File: src/rtl/cpu_pkg.sv
// Shared CPU definitions: byte-enable encodings for sub-word memory accesses
// and the word-granular address type used by the LL/SC reservation.
package cpu_pkg;

    localparam int CPU_BITS = 32;

    localparam logic [3:0] BE_WORD    = 4'b1111;
    localparam logic [3:0] BE_HALF_LO = 4'b0011;
    localparam logic [3:0] BE_HALF_HI = 4'b1100;
    localparam logic [3:0] BE_B0      = 4'b0001;
    localparam logic [3:0] BE_B1      = 4'b0010;
    localparam logic [3:0] BE_B2      = 4'b0100;
    localparam logic [3:0] BE_B3      = 4'b1000;

    // Reservations track whole words, so the two byte-offset bits are dropped.
    typedef logic [CPU_BITS-3:0] link_addr_t;

    function automatic link_addr_t word_addr(input logic [CPU_BITS-1:0] byte_addr);
        return byte_addr[CPU_BITS-1:2];
    endfunction

endpackage

File: src/rtl/wb_stage_load_align.sv
// Load alignment: extracts the addressed byte or halfword from the memory
// read word and zero-extends it; unrecognised lane patterns return the word.
module load_align
    import cpu_pkg::*;
#(
    parameter int BITS = 32
) (
    input  logic [BITS-1:0] mem_rdata_i,
    input  logic [3:0]      byte_en_i,
    output logic [BITS-1:0] aligned_o
);

    always_comb begin
        // NOTE: default assignment first so every path drives aligned_o; no latch is inferred.
        aligned_o = mem_rdata_i;
        case (byte_en_i)
            BE_WORD:    aligned_o = mem_rdata_i;
            BE_HALF_LO: aligned_o = {{(BITS-16){1'b0}}, mem_rdata_i[15:0]};
            BE_HALF_HI: aligned_o = {{(BITS-16){1'b0}}, mem_rdata_i[31:16]};
            BE_B0:      aligned_o = {{(BITS-8){1'b0}},  mem_rdata_i[7:0]};
            BE_B1:      aligned_o = {{(BITS-8){1'b0}},  mem_rdata_i[15:8]};
            BE_B2:      aligned_o = {{(BITS-8){1'b0}},  mem_rdata_i[23:16]};
            BE_B3:      aligned_o = {{(BITS-8){1'b0}},  mem_rdata_i[31:24]};
            default:    aligned_o = mem_rdata_i;
        endcase
    end

endmodule

File: src/rtl/wb_stage.sv
// Writeback (S5) stage: writeback mux and register-file write port, LL/SC
// reservation, sticky halt latch and saturating retired-instruction counter.
module wb_stage
    import cpu_pkg::*;
#(
    parameter int BITS      = CPU_BITS,
    parameter int REG_WORDS = 32,
    parameter int ADDR_LEFT = $clog2(REG_WORDS) - 1,
    parameter int CNT_BITS  = 32
) (
    input  logic                clk,
    input  logic                rst_,
    input  logic                valid_s5,
    input  logic                rw_s5,
    input  logic [ADDR_LEFT:0]  waddr_s5,
    input  logic                sel_mem_s5,
    input  logic                mem_rw_s5,
    input  logic                atomic_s5,
    input  logic                load_link_s5,
    input  logic                check_link_s5,
    input  logic [3:0]          byte_en_s5,
    input  logic                halt_s5,
    input  logic [BITS-1:0]     alu_out_s5,
    input  logic [BITS-1:0]     mem_rdata_s5,
    output logic                rf_we,
    output logic [ADDR_LEFT:0]  rf_waddr,
    output logic [BITS-1:0]     rf_wdata,
    output logic                sc_success,
    output logic                link_valid,
    output logic                halted,
    output logic [CNT_BITS-1:0] retired_cnt
);

    logic                link_valid_q, link_valid_d;
    link_addr_t          link_addr_q,  link_addr_d;
    logic                halted_q,     halted_d;
    logic [CNT_BITS-1:0] retired_cnt_q, retired_cnt_d;

    logic            live;
    logic            is_ll;
    logic            is_sc;
    logic            is_store;
    logic            addr_match;
    logic [BITS-1:0] load_data;

    load_align #(
        .BITS (BITS)
    ) u_load_align (
        .mem_rdata_i (mem_rdata_s5),
        .byte_en_i   (byte_en_s5),
        .aligned_o   (load_data)
    );

    // SC wins when both atomic flavours are flagged, so LL is masked by SC.
    assign live       = valid_s5 & ~halted_q;
    assign is_sc      = live & atomic_s5 & check_link_s5;
    assign is_ll      = live & atomic_s5 & load_link_s5 & ~check_link_s5;
    assign is_store   = live & mem_rw_s5 & ~atomic_s5;
    assign addr_match = (link_addr_q == word_addr(alu_out_s5));

    assign sc_success = is_sc & link_valid_q & addr_match;
    assign rf_we      = live & rw_s5 & (waddr_s5 != '0);
    assign rf_waddr   = waddr_s5;
    assign link_valid = link_valid_q;
    assign halted     = halted_q;
    assign retired_cnt = retired_cnt_q;

    always_comb begin
        rf_wdata = alu_out_s5;
        if (is_sc) begin
            rf_wdata = {{(BITS-1){1'b0}}, sc_success};
        end else if (is_ll || sel_mem_s5) begin
            rf_wdata = load_data;
        end
    end

    always_comb begin
        link_valid_d = link_valid_q;
        link_addr_d  = link_addr_q;
        if (is_sc) begin
            link_valid_d = 1'b0;
        end else if (is_ll) begin
            link_valid_d = 1'b1;
            link_addr_d  = word_addr(alu_out_s5);
        end else if (is_store && addr_match) begin
            link_valid_d = 1'b0;
        end
    end

    always_comb begin
        halted_d      = halted_q | (live & halt_s5);
        retired_cnt_d = retired_cnt_q;
        if (live && (retired_cnt_q != {CNT_BITS{1'b1}})) begin
            retired_cnt_d = retired_cnt_q + CNT_BITS'(1);
        end
    end

    // NOTE: sequential state uses non-blocking assignments so all registers update together at the edge.
    always_ff @(posedge clk or negedge rst_) begin
        if (!rst_) begin
            link_valid_q  <= 1'b0;
            link_addr_q   <= '0;
            halted_q      <= 1'b0;
            retired_cnt_q <= '0;
        end else begin
            link_valid_q  <= link_valid_d;
            link_addr_q   <= link_addr_d;
            halted_q      <= halted_d;
            retired_cnt_q <= retired_cnt_d;
        end
    end

endmodule

File: config.mk
export PLATFORM = sky130hd
export DESIGN_NAME = wb_stage
export DESIGN_NICKNAME = d
export VERILOG_FILES = /design/src/rtl/cpu_pkg.sv /design/src/rtl/wb_stage_load_align.sv /design/src/rtl/wb_stage.sv
export SDC_FILE = /design/constraint.sdc
export NUM_CORES = 1
export LEC_CHECK = 0
export ABC_AREA = 1
export CAP_MARGIN = 15
export CORE_ASPECT_RATIO = 0.75
export CORE_MARGIN = 2
export CORE_UTILIZATION = 47
export DETAILED_ROUTE_END_ITERATION = 16
export PLACE_DENSITY = 0.82
export RECOVER_POWER = 25
export REMOVE_ABC_BUFFERS = 1
export SYNTH_ARGS = -nofsm -noshare
export SYNTH_HDL_FRONTEND = slang
export SYNTH_SLANG_ARGS = --single-unit
File: constraint.sdc
create_clock -name clk -period 3.3 [get_ports clk]
set_input_delay 0.99 -clock clk [delete_from_list [all_inputs] [get_ports clk]]
set_output_delay 0.99 -clock clk [all_outputs]
set_load 0.02 [all_outputs]
Yosys cells after proc, flatten, opt, wreduce, memory -nomap -nowiden
Index checks and enable logic that the tools add are counted.

Flip-flop bits (word level): 64. Bits in latches: 0. Memory bits (writable): 0. ROM bits: 0. Input port bits: 83. Word-level logic and storage cells: 42. Memories kept: 0.

Add/subtract/negate cells: 1. Multiply operators: 0. Divide/modulo/power cells: 0. Magnitude comparators: 0. Equal/unequal tests: 8. Shift-type cells: 0. Muxes and demuxes: 6. Bitwise logic cells: 17. Reductions and logical operators: 6.

Operators by type and width (count): $pmux W32 S6 (1); $mux W32 (2); $add A32 B1 Y32 const B (1); $ne A32 B32 Y1 const B (1); $eq A30 B30 Y1 (1); $and A1 B1 Y1 (12); $eq A4 B2 Y1 const B (2); $eq A4 B4 Y1 const B (2); $reduce_bool A5 Y1 (1); $eq A4 B1 Y1 const B (1); $eq A4 B3 Y1 const B (1); $not A1 Y1 (4); $mux W1 (3); $reduce_bool A3 Y1 (1); $logic_and A1 B1 Y1 (2); $reduce_and A2 Y1 (1); $logic_or A1 B1 Y1 (1); $or A1 B1 Y1 (1).

Logic depth before layout (Yosys ltp)
Gate-level depths: netlist of run 1.

Depth in word-level cells: 8. Gate-level depth with buffers: 11. Mapped depth without buffers: 10.

Modules after synthesis
From an unflattened synthesis of run 1, not the netlist that was laid out.

Cells, all modules: 813. Area total of the unflattened synthesis: 5051.1 um2.

Modules (own cells, without submodules): wb_stage (times used 1, cells each 651, area an instance 4249.1 um2, sequential area each 1601.5 um2); load_align (times used 1, cells each 162, area an instance 802.0 um2, sequential area each 0.0 um2).

Worst setup path before layout of run 1
OpenSTA, ideal clock, no wires.

Kind: input to output. Start point: input valid_s5. End point: output rf_wdata[15]. Arrival: 2.218 ns. Required time: 2.310 ns. Slack: 0.092 ns. Cell stages on the path: 8. Path buffers: 1. Cells stage by stage: inv_1 -> nor2_4 -> nand2_2 -> nor2_4 -> nor2_1 -> clkbuf_1 -> nand2_1 -> a31oi_1.

Cells in the longest elaborated chain, start to end: 7. Elaborated cells on any way between the ends: 8. Classes of those cells: mux (2); bitwise (5); reduce/logical (1).

RTL lines: from (decl) (line wb_stage.sv:13) `input logic valid_s5,`; $and A1 B1 Y1 * (line wb_stage.sv:55) `assign live = valid_s5 & ~halted_q;`; $and A1 B1 Y1 * (line wb_stage.sv:56, wb_stage.sv:57); $and A1 B1 Y1 (2 in series) (line wb_stage.sv:57) `assign is_ll = live & atomic_s5 & load_link_s5 & ~check_link_s5;`; $logic_or A1 B1 Y1 (line wb_stage.sv:72) `end else if (is_ll || sel_mem_s5) begin`; $mux W32 (line wb_stage.sv:72); $mux W32 * (line wb_stage.sv:70) `if (is_sc) begin`; to (decl) (line wb_stage.sv:27) `output logic [BITS-1:0] rf_wdata,`.

Mark *: on every way between the ends. The rest lies on a longest branch, timed or not.

Worst setup path after layout of run 1
Start point: input byte_en_s5[1]. End point: output rf_wdata[2].

Cells in the longest elaborated chain, start to end: 4. Elaborated cells on any way between the ends: 9. Classes of those cells: eq/ne (6); mux (3).

RTL lines: from (decl) (line wb_stage.sv:21) `input logic [3:0] byte_en_s5,`; $eq A4 B4 Y1, or another cell as far along (line wb_stage_load_align.sv:16) `case (byte_en_i)`; $pmux W32 S6 * (line wb_stage_load_align.sv:16); $mux W32 * (line wb_stage.sv:72); $mux W32 * (line wb_stage.sv:70).

Marks and branches as above.

==> results.txt, run 1 <==
----------------------------------------------------
[Outcome]
  Run status ... finished with violations
  Failing checks ... max-capacitance violations, max-slew violations, negative setup slack

[Flow run]
  Max-cap viol count ... 1

[Timing]
  Worst relative slew slack ... -9.98%
  Max Freq ... 0.300 GHz
  Smallest hold slack ... ~0.49 ns
  Setup TNS ... -0.0344 ns
  Clock period minus worst slack ... 3.33 ns
  Final-report setup violation count ... 2
  Worst clock skew ... 0.00708 ns
  Minimum setup slack in the final design ... -0.0324 ns
  Actual slew at the worst max-slew pin ... about 1.6 ns
  Share of the cycle needed by the critical path after routing ... 101%
  Final-report max-slew violation count ... 65
  Hold violation total from the final report ... 0

[Clock network]
  Buffer cell driving the clock tree root ... clkbuf_16
  H-tree Lvls ... 3
  Clk sink count ... 64
  Number of clock buffers inserted by TritonCTS ... 9
  CTS tree ... built
  Clock transition at path regs ... 0.05 ns
  Clock insertion delay at the later pin of the skew report ... 0.33 ns
  Max Root-Sink Buffers ... 2

[Final layout]
  Number of non-filler instances in the completed layout ... 1076
  Leading cell types in the layout, fill and taps excluded ... 313 x nand2_1, 82 x buf_4, 80 x clkdlybuf4s50_1
  Growth of design area from synthesis to finish ... 56.5%
  Leading cell type in the layout, fill and taps excluded ... nand2_1
  Fraction of the core area covered by cells at the end of the flow ... 75.3%
  Fraction of layout instances using a drive strength above 1 ... 20.3%
  Number of nets in the layout ... 1022

[Drt]
  Detailed-route via count ... 5897
  Number of antenna-violating nets in the routed design ... 0
  Aggregate routed wire length ... 18100 um
  Number of DRC markers in iteration 0 ... 486
  Drt wl/cell ... between 15 and 20 um
  Number of vias per cell after detailed routing ... 5.48
  First-pass iteration count of the detailed router ... 6
  Number of design rule violations left after detail routing ... 0

[Die]
  Die span in x ... around 120 um
  Effective utilization at floorplan ... 48.1%
  Row Count ... 31
  Area enclosed by the die boundary ... roughly 11000 sq um
  Area of the core ... 9620 sq um
  Boundary pin count ... 156
  Vertical extent of the die ... 90.0 um

[Yosys]
  Leading cell types by total area after synthesis ... dfrtp_1 35%, nand2_1 26%, a21oi_1 4.1%
  Post-synthesis cell type count ... 30
  Cell area after synthesis ... 4630 sq um
  Post-synthesis cell count ... between 700 and 800
  Number of warning messages in the yosys log ... 0
  Share of the synthesized area in the top cell type ... 34.6%
  Post-synth top area cell ... dfrtp_1
  Sequential area share after synthesis ... roughly a third
  Mean Syn Cell Area ... about 6.4 sq um
  FF+latch count, synth ... 64

[Setup path]
  Register-to-register setup slack ... 1.13 ns
  Data arrival time at the worst-slack endpoint ... 2.34 ns
  Delay of the slowest critical-path stage ... 0.23 ns
  Required @ worst endpoint ... 2.31 ns
  Critical path fanouts, max ... 7
  Count of buffering cells on the critical path with inverters included ... 5
  List of cells traversed by the critical path ... clkdlybuf4s15_1, inv_2, nand2_4, nand2_1, nand2_2, inv_2, nand2_2, buf_12, a21oi_1, a21oi_2, buf_4
  Top delay family on crit path ... buffers and inverters
  Critical Path Slowest Stage Cell ... clkdlybuf4s15_1
  Critical path endpoint category ... output pin
  Type of the worst setup path ... primary input to output pin
  Crit path launch type ... primary input

[Placement]
  Input/output buffers ... 155
  Routability-driven placement congestion ratio ... 0.959
  HPWL after DPL ... 12600 um
  Placed Cells incl. Taps ... approximately 1000

[Power and ir drop]
  Maximum vdd drop ... 0.224 mV
  Leakage ... roughly 0.0034 uW
  Power density relative to cell area ... approximately 380 nW/um^2

[GRT]
  Largest net degree at the start of global routing ... 65
  Vias in the first global route ... 5532
  Busiest metal layer after global routing ... met2
  Gr usage total ... 32.7%
  Global-route met1 utilization ... 43.8%
  Global-route track usage on met2 ... between 50% and 60%
  Number of antenna violations at the first check in global routing ... 1
  Wire length of the first global-routing pass ... 27600 um
  GRT Residual Overflow ... 0
  Met3 GRT Util ... 9.20%

[Worst hold path]
  Hold Crit Class ... flip-flop to flip-flop

----------------------------------------------------
==> area by class of cell <==
class | count | area [sq um]
Fill cell | 721 | 2370
Multi-Input combinational cell | 575 | 2780
Sequential cell | 64 | 1600
Antenna cell | 2 | 5.00
Tap cell | 132 | 165
Clock inverter | 3 | 65.1
Clock buffer | 12 | 256
Timing Repair Buffer | 233 | 2160
Inverter | 55 | 209
==> kinds of logic after synthesis <==
family,share of synthesized area (%)
adder cells (fa/ha/maj),0.270
AO/OA/AOI/OAI,10.6
AND/OR/NAND/NOR,41.2
flip-flops,34.6
XOR/XNOR,5.49
buffers and inverters,7.84
==> power by group <==
group | internal (uW) | leakage [uW] | switching [uW] | total [uW]
clock | 698 | 0.000159 | 358 | 1060
sequential | 858 | 0.000820 | 74.2 | 932
combinational | 364 | 0.00244 | 420 | 784
==> repair_timing <==
action / in CTS / in global routing
pin swaps: 37 / 29
resized for setup: 227 / 53
hold buffers: 0 / 0
cloned: 4 / 2
setup endpoints to repair: 34 / 33
buffers inserted: 6 / 2
==> state kept, by name, summed over array words and instances (netlist names) <==
signal       cells
halted           1
link_addr_q     30
link_valid       1
retired_cnt     32
==> through the flow <==
stage / total power, uW / cell area, sq um / setup WS, ns
2_1_floorplan: 1250 / 4470 / -0.669
3_3_place_gp: 1660 / 6750 / -0.757
3_5_place_dp: 1690 / 6750 / -0.828
4_1_cts: 2730 / 7140 / 0.00265
5_1_grt: 2870 / 7240 / -0.106
6_report: 2770 / 7240 / -0.0324
==> cells in the mapped netlist <==
cell type / n
buf_4: 8
inv_1: 48
buf_1: 1
o21ai_1: 25
a21boi_4: 1
clkbuf_1: 8
inv_2: 7
nor3_2: 4
and3_1: 7
nand3b_1: 12
ha_1: 1
xor2_1: 9
nand4_1: 2
a21oi_1: 38
nand2_4: 1
a21o_1: 1
o21ai_0: 20
xnor2_1: 20
dfrtp_1: 64
nor2_1: 48
buf_2: 8
nor4_1: 1
buf_6: 2
nand3_1: 32
nor3_1: 14
nand2_1: 319
a31oi_1: 8
nor2_2: 3
nand2_2: 5
nor2_4: 4
==> layer usage <==
metal | up-vias | share of wire (%)
met5 | - | 0
met4 | 0 | 4.1
met3 | 84 | 10
met2 | 380 | 46
met1 | 2704 | 40
li1 | 2729 | -
==> worst reg2reg max path: stages (launching register included) <==
cell and delay, ns:
dfrtp_1 0.44, ha_1 0.26, nand3_1 0.20, inv_2 0.06, nand2_2 0.17, nor2_4 0.09
a21boi_4 0.40, buf_12 0.22, nand2_1 0.07, nand2_1 0.07, nand2_1 0.06
==> final timing paths <==
check                                    start              end  cells after the start
max in group asynchronous                 rst_  link_addr_q[26]                      2
min in group asynchronous                 rst_  retired_cnt[30]                      2
worst min register to register  link_addr_q[9]   link_addr_q[9]                      2
worst max-delay path             byte_en_s5[1]      rf_wdata[2]                     11
worst max register to register  retired_cnt[0]  retired_cnt[20]                     10
worst min-delay path            link_addr_q[9]   link_addr_q[9]                      2
(Power assumes the default switching activity.)
==> run 2, diff against run 1 <==
Settings changed: CORE_UTILIZATION 47 to 57, DONT_BUFFER_PORTS set to 1, MAX_ROUTING_LAYER set to met4, PLACE_DENSITY 0.82 to 0.72.
Clock period 3.3 ns to 4 ns, I/O delays scaled along.
==> run 2 against run 1 <==
Compared with the run above:
- the run now ends clean
- clock power down 45%
- die area down 17%
- hold slack better by 0.0034 ns
- flip-flop and latch count unchanged
- critical endpoint is now rf_wdata[4]
- largest cell class unchanged
==> results.txt, run 2 (synthesis results as in run 1) <==
----------------------------------------------------
[Timing]
  Clock period minus worst slack ... between 3 and 4 ns
  Final-report setup violation count ... 0
  Max Freq ... 0.263 GHz
  Share of the cycle needed by the critical path after routing ... 95.0%
  Worst clock skew ... roughly 0.013 ns
  Hold violation total from the final report ... 0
  Actual slew at the worst max-slew pin ... 0.932 ns
  Final-report max-slew violation count ... 0
  Worst relative slew slack ... 37.7%
  Unrepaired setup endpoints after global routing ... no
  Smallest hold slack ... 0.496 ns

[Clock network]
  Number of clock buffers inserted by TritonCTS ... 9
  Max Root-Sink Buffers ... 2
  Gates resized, CTS repair ... 0
  Clock insertion delay at the later pin of the skew report ... about 0.35 ns
  H-tree Lvls ... 3
  Buffer cell driving the clock tree root ... clkbuf_8
  CTS tree ... built
  Clk sink count ... 64
  Clock transition at path regs ... 0.06 ns
  Number of buffers inserted by post-CTS setup repair ... 0
  Post-CTS Hold Fix Bufs ... 0

[GRT]
  Largest net degree at the start of global routing ... 65
  Vias in the first global route ... 4245
  Number of antenna violations at the first check in global routing ... 0
  Gr usage total ... between 30% and 40%
  GRT Residual Overflow ... 0
  Wire length of the first global-routing pass ... 21400 um

[Power and ir drop]
  Leakage ... 0.00242 uW
  Power density relative to cell area ... 335 nW/um^2
  Maximum vdd drop ... ~0.19 mV

[Worst hold path]
  Hold Crit Class ... flip-flop to flip-flop

[Drt]
  Number of antenna-violating nets in the routed design ... 0
  First-pass iteration count of the detailed router ... 6
  Number of DRC markers in iteration 0 ... between 500 and 600
  Number of design rule violations left after detail routing ... 0
  Aggregate routed wire length ... 13800 um
  Number of vias per cell after detailed routing ... 5.62
  Detailed-route via count ... 4816
  Drt wl/cell ... between 15 and 20 um

[Die]
  Area of the core ... 7880 sq um
  Area enclosed by the die boundary ... 8870 sq um
  Vertical extent of the die ... 82.0 um
  Die span in x ... 108 um
  Effective utilization at floorplan ... 58.7%
  Boundary pin count ... 156
  Row Count ... 28

[Final layout]
  Leading cell types in the layout, fill and taps excluded ... 319 x nand2_1, 64 x dfrtp_1, 48 x inv_1
  Fraction of the core area covered by cells at the end of the flow ... 65.1%
  Leading cell type in the layout, fill and taps excluded ... nand2_1
  FILL cells ... 753
  Total inserted antenna cells ... 0
  Fraction of layout instances using a drive strength above 1 ... 10.9%
  Growth of design area from synthesis to finish ... 10.9%
  Number of nets in the layout ... 831
  Max reg flops ... 32

[Setup path]
  Required @ worst endpoint ... approximately 2.8 ns
  Critical path fanouts, max ... 23
  Data arrival time at the worst-slack endpoint ... 2.60 ns
  Crit path launch type ... primary input
  Critical path endpoint category ... output pin
  Type of the worst setup path ... primary input to output pin

[Flow run]
  Max-cap viol count ... 0

[Placement]
  Routability-driven placement congestion ratio ... roughly 0.96
  Input/output buffers ... 0
  HPWL after DPL ... 10500 um

[Outcome]
  Run status ... completed

----------------------------------------------------
[run 2: changes by cell type in the layout (fill, tap and decap cells not counted), moves of 6 or more]
cell | previous run | this run
buf_4 | 82 | 41
clkdlybuf4s50_1 | 80 | 0
clkdlybuf4s15_1 | 8 | 0
clkbuf_2 | 13 | 0
buf_2 | 13 | 0
clkbuf_8 | 2 | 11
dlygate4sd2_1 | 18 | 0
a21oi_2 | 10 | 0
nand2_1 | 313 | 319
clkbuf_16 | 11 | 0
buf_12 | 8 | 1
a21oi_1 | 28 | 38
[run 2: worst paths after layout]
kind                                 startpoint              end  slack [ns]  cells past startpoint
worst max-delay path                   valid_s5      rf_wdata[4]        0.20                     10
worst min-delay path            link_addr_q[14]  link_addr_q[14]        0.50                      2
max in group asynchronous                  rst_  link_addr_q[19]        3.36                      0
worst max register to register   retired_cnt[0]   retired_cnt[9]        1.59                      9
min in group asynchronous                  rst_   retired_cnt[0]        0.53                      0
worst min register to register  link_addr_q[14]  link_addr_q[14]        0.50                      2
[run 2: worst max-delay path, stage by stage]
cell,delay [ns]
inv_1,0.04
nor2_4,0.09
nand2_2,0.10
nor2_4,0.15
inv_2,0.05
nand2_2,0.30
buf_4,0.23
o21ai_1,0.07
a21oi_1,0.18
buf_4,0.18
[run 2: metrics by stage]
step           cells  TNS (ns)  area, sq um  total power (uW)  setup WS (ns)
3_3_place_gp     841         0         4930              1130          0.316
4_1_cts          857         0         5130              1730          0.244
2_1_floorplan    694     -9.87         4470              1030         -0.389
3_5_place_dp     841         0         4930              1140          0.253
6_report         857         0         5130              1720          0.201
5_1_grt          857         0         5130              1810         0.0374
[run 2: layer usage]
metal | share of wire, % | vias to the layer above | global-route usage, %
li1 | - | 2338 | -
met1 | 45 | 2169 | 45.9
met2 | 41 | 280 | 43.5
met3 | 12 | 29 | 9.76
met4 | 1.5 | 0 | 8.33
met5 | 0 | - | -
[run 2: report_power, final]
part,internal [uW],total (uW),switching (uW)
clock,321,587,266
sequential,706,803,96.8
combinational,137,329,192
total,1160,1720,555
[run 2: layout make-up]
type                            count  area (sq um)  share of cell area (%)
Clock buffer                       13           159                    3.10
Clock inverter                      3          40.0                   0.780
Inverter                           55           206                    4.02
Multi-Input combinational cell    575          2670                    52.0
Sequential cell                    64          1600                    31.2
Tap cell                          105           131                    2.56
Timing Repair Buffer               42           328                    6.39
==> run 3, diff against run 2 <==
Settings changed: CORE_MARGIN 2 to unset.
==> run 3 against run 2 <==
Compared with the run above:
- sequential share of layout area rose by 0.069 points
- maximum frequency up 2.2%
- flip-flop and latch count is the same
- wire length is 2.6% lower
- cell count decreased by 0.35%
- via count shrank 1.0%
- non-clock buffer count is 3 lower
- power shrank 0.73%
- count of clock-buffer cells in the layout down 2
- cell area is 0.22% lower
- utilization shrank 0.14 points
- critical path depth down 3
- critical path type unchanged
- largest cell class unchanged
- largest power group unchanged
==> results.txt, run 3 (synthesis results as in run 1) <==
----------------------------------------------------
[Die]
  Area of the core ... 7880 sq um
  Area enclosed by the die boundary ... 8490 sq um
  Vertical extent of the die ... 80.0 um
  Row Count ... 28
  Effective utilization at floorplan ... between 50% and 60%
  Die span in x ... 106 um
  Boundary pin count ... 156

[Drt]
  Drt wl/cell ... 15.7 um
  Detailed-route via count ... 4767
  Number of DRC markers in iteration 0 ... between 400 and 500
  Aggregate routed wire length ... 13400 um
  Number of design rule violations left after detail routing ... 0
  Number of antenna-violating nets in the routed design ... 0
  First-pass iteration count of the detailed router ... 8
  Number of vias per cell after detailed routing ... 5.58

[Power and ir drop]
  Maximum vdd drop ... 0.223 mV
  Overall power consumption ... 1710 uW
  Power density relative to cell area ... 333 nW/um^2
  Leakage ... 0.00241 uW

[Clock network]
  Clock transition at path regs ... 0.07 ns
  Post-CTS Hold Fix Bufs ... 0
  Clk sink count ... 64
  Gates resized, CTS repair ... 0
  Number of clock buffers inserted by TritonCTS ... 9
  Buffer cell driving the clock tree root ... clkbuf_8
  CTS tree ... built
  H-tree Lvls ... 3
  Max Root-Sink Buffers ... 2
  Clock insertion delay at the later pin of the skew report ... 0.35 ns
  Number of buffers inserted by post-CTS setup repair ... 0

[Timing]
  Unrepaired setup endpoints after global routing ... no
  Hold violation total from the final report ... 0
  Actual slew at the worst max-slew pin ... 0.961 ns
  Final-report max-slew violation count ... 0
  Minimum setup slack in the final design ... 0.284 ns
  Max Freq ... around 0.27 GHz
  Clock period minus worst slack ... 3.72 ns
  Worst clock skew ... around 0.011 ns
  Share of the cycle needed by the critical path after routing ... slightly above 90%
  Worst relative slew slack ... 35.8%
  Final-report setup violation count ... 0

[Final layout]
  Growth of design area from synthesis to finish ... 10.6%
  Leading cell types in the layout, fill and taps excluded ... 319 x nand2_1, 64 x dfrtp_1, 48 x inv_1
  Fraction of layout instances using a drive strength above 1 ... a little over a tenth
  Total inserted antenna cells ... 0
  Fraction of the core area covered by cells at the end of the flow ... 65.0%
  Number of non-filler instances in the completed layout ... 854
  Number of nets in the layout ... 828
  Cell area after layout ... 5120 sq um
  Leading cell type in the layout, fill and taps excluded ... nand2_1
  Max reg flops ... 32

[Placement]
  HPWL after DPL ... between 10000 and 15000 um
  Placed Cells incl. Taps ... 838
  Dpl ws ... 0.331 ns
  Input/output buffers ... 0
  Area of placed instances ... 4920 sq um
  Routability-driven placement congestion ratio ... 1.00

[Setup path]
  Critical path fanouts, max ... 8
  Type of the worst setup path ... primary input to output pin
  Crit path launch type ... primary input
  Critical path endpoint category ... output pin
  Critical Path Slowest Stage Cell ... nor3_2
  List of cells traversed by the critical path ... inv_1, nand2_1, nor3_2, nand2_1, and3_1, a21oi_1, buf_4
  Delay of the slowest critical-path stage ... about 0.43 ns
  Required @ worst endpoint ... 2.80 ns
  Data arrival time at the worst-slack endpoint ... 2.52 ns
  Cell repeated most along the worst path ... nand2_1

[GRT]
  Largest net degree at the start of global routing ... 65
  Gr usage total ... between 30% and 40%
  Wire length of the first global-routing pass ... 20500 um
  GRT Residual Overflow ... 0
  Number of antenna violations at the first check in global routing ... 0
  Vias in the first global route ... 4013

[Outcome]
  Run status ... completed

[Worst hold path]
  Hold Crit Class ... flip-flop to flip-flop

[Flow run]
  Max-cap viol count ... 0

----------------------------------------------------
-- run 3: changes by cell type in the layout (fill, tap and decap cells not counted), sizes merged --
| cell | previous run | this run |
|---|---|---|
| buf | 42 | 39 |
| clkbuf | 13 | 11 |
| clkinv | 2 | 3 |
| clkinvlp | 0 | 1 |
-- run 3: path summary, 6_finish.rpt --
path	startpoint	end	slack (ns)	cells after the start
worst min-delay path	link_addr_q[20]	link_addr_q[20]	0.50	2
worst min register to register	link_addr_q[20]	link_addr_q[20]	0.50	2
max in group asynchronous	rst_	link_addr_q[22]	3.36	0
min in group asynchronous	rst_	retired_cnt[12]	0.53	0
worst max register to register	retired_cnt[0]	retired_cnt[3]	1.62	8
worst max-delay path	byte_en_s5[1]	rf_wdata[7]	0.28	7
-- run 3: worst max-delay path: cells and delay by family --
kind | cells | cell delay (ns)
AOI/OAI and AO/OA | 1 | 0.20
buffers and inverters | 2 | 0.27
and+or+nand+nor | 4 | 0.83
-- run 3: power breakdown --
group,total (uW),internal [uW],switching (uW),leakage (uW)
clock,573,304,269,0.0000993
combinational,330,137,193,0.00149
sequential,803,706,97.3,0.000820
-- run 3: final cells by class --
type	count	area, sq um
well taps	105	131
inverters	55	206
repair buffers	39	318
multi-input cells	575	2670
flip-flops and latches	64	1600
clock buffers	11	141
fillers	763	2760
clock inverters	5	56.3
-- run 3: layer usage --
metal	vias to the layer above	track usage [%]	share of wire [%]
li1	2326	-	-
met1	2168	48.2	46
met2	247	42.2	42
met3	26	9.71	11
met4	0	7.92	1.3
met5	-	-	0
-- run 3: metrics by stage --
step | TNS [ns] | hold slack (ns)
6_report | 0 | 0.496
5_1_grt | 0 | 0.517
4_1_cts | 0 | 0.498
3_5_place_dp | 0 | 0.479
3_3_place_gp | 0 | 0.473
2_1_floorplan | -9.87 | 0.461
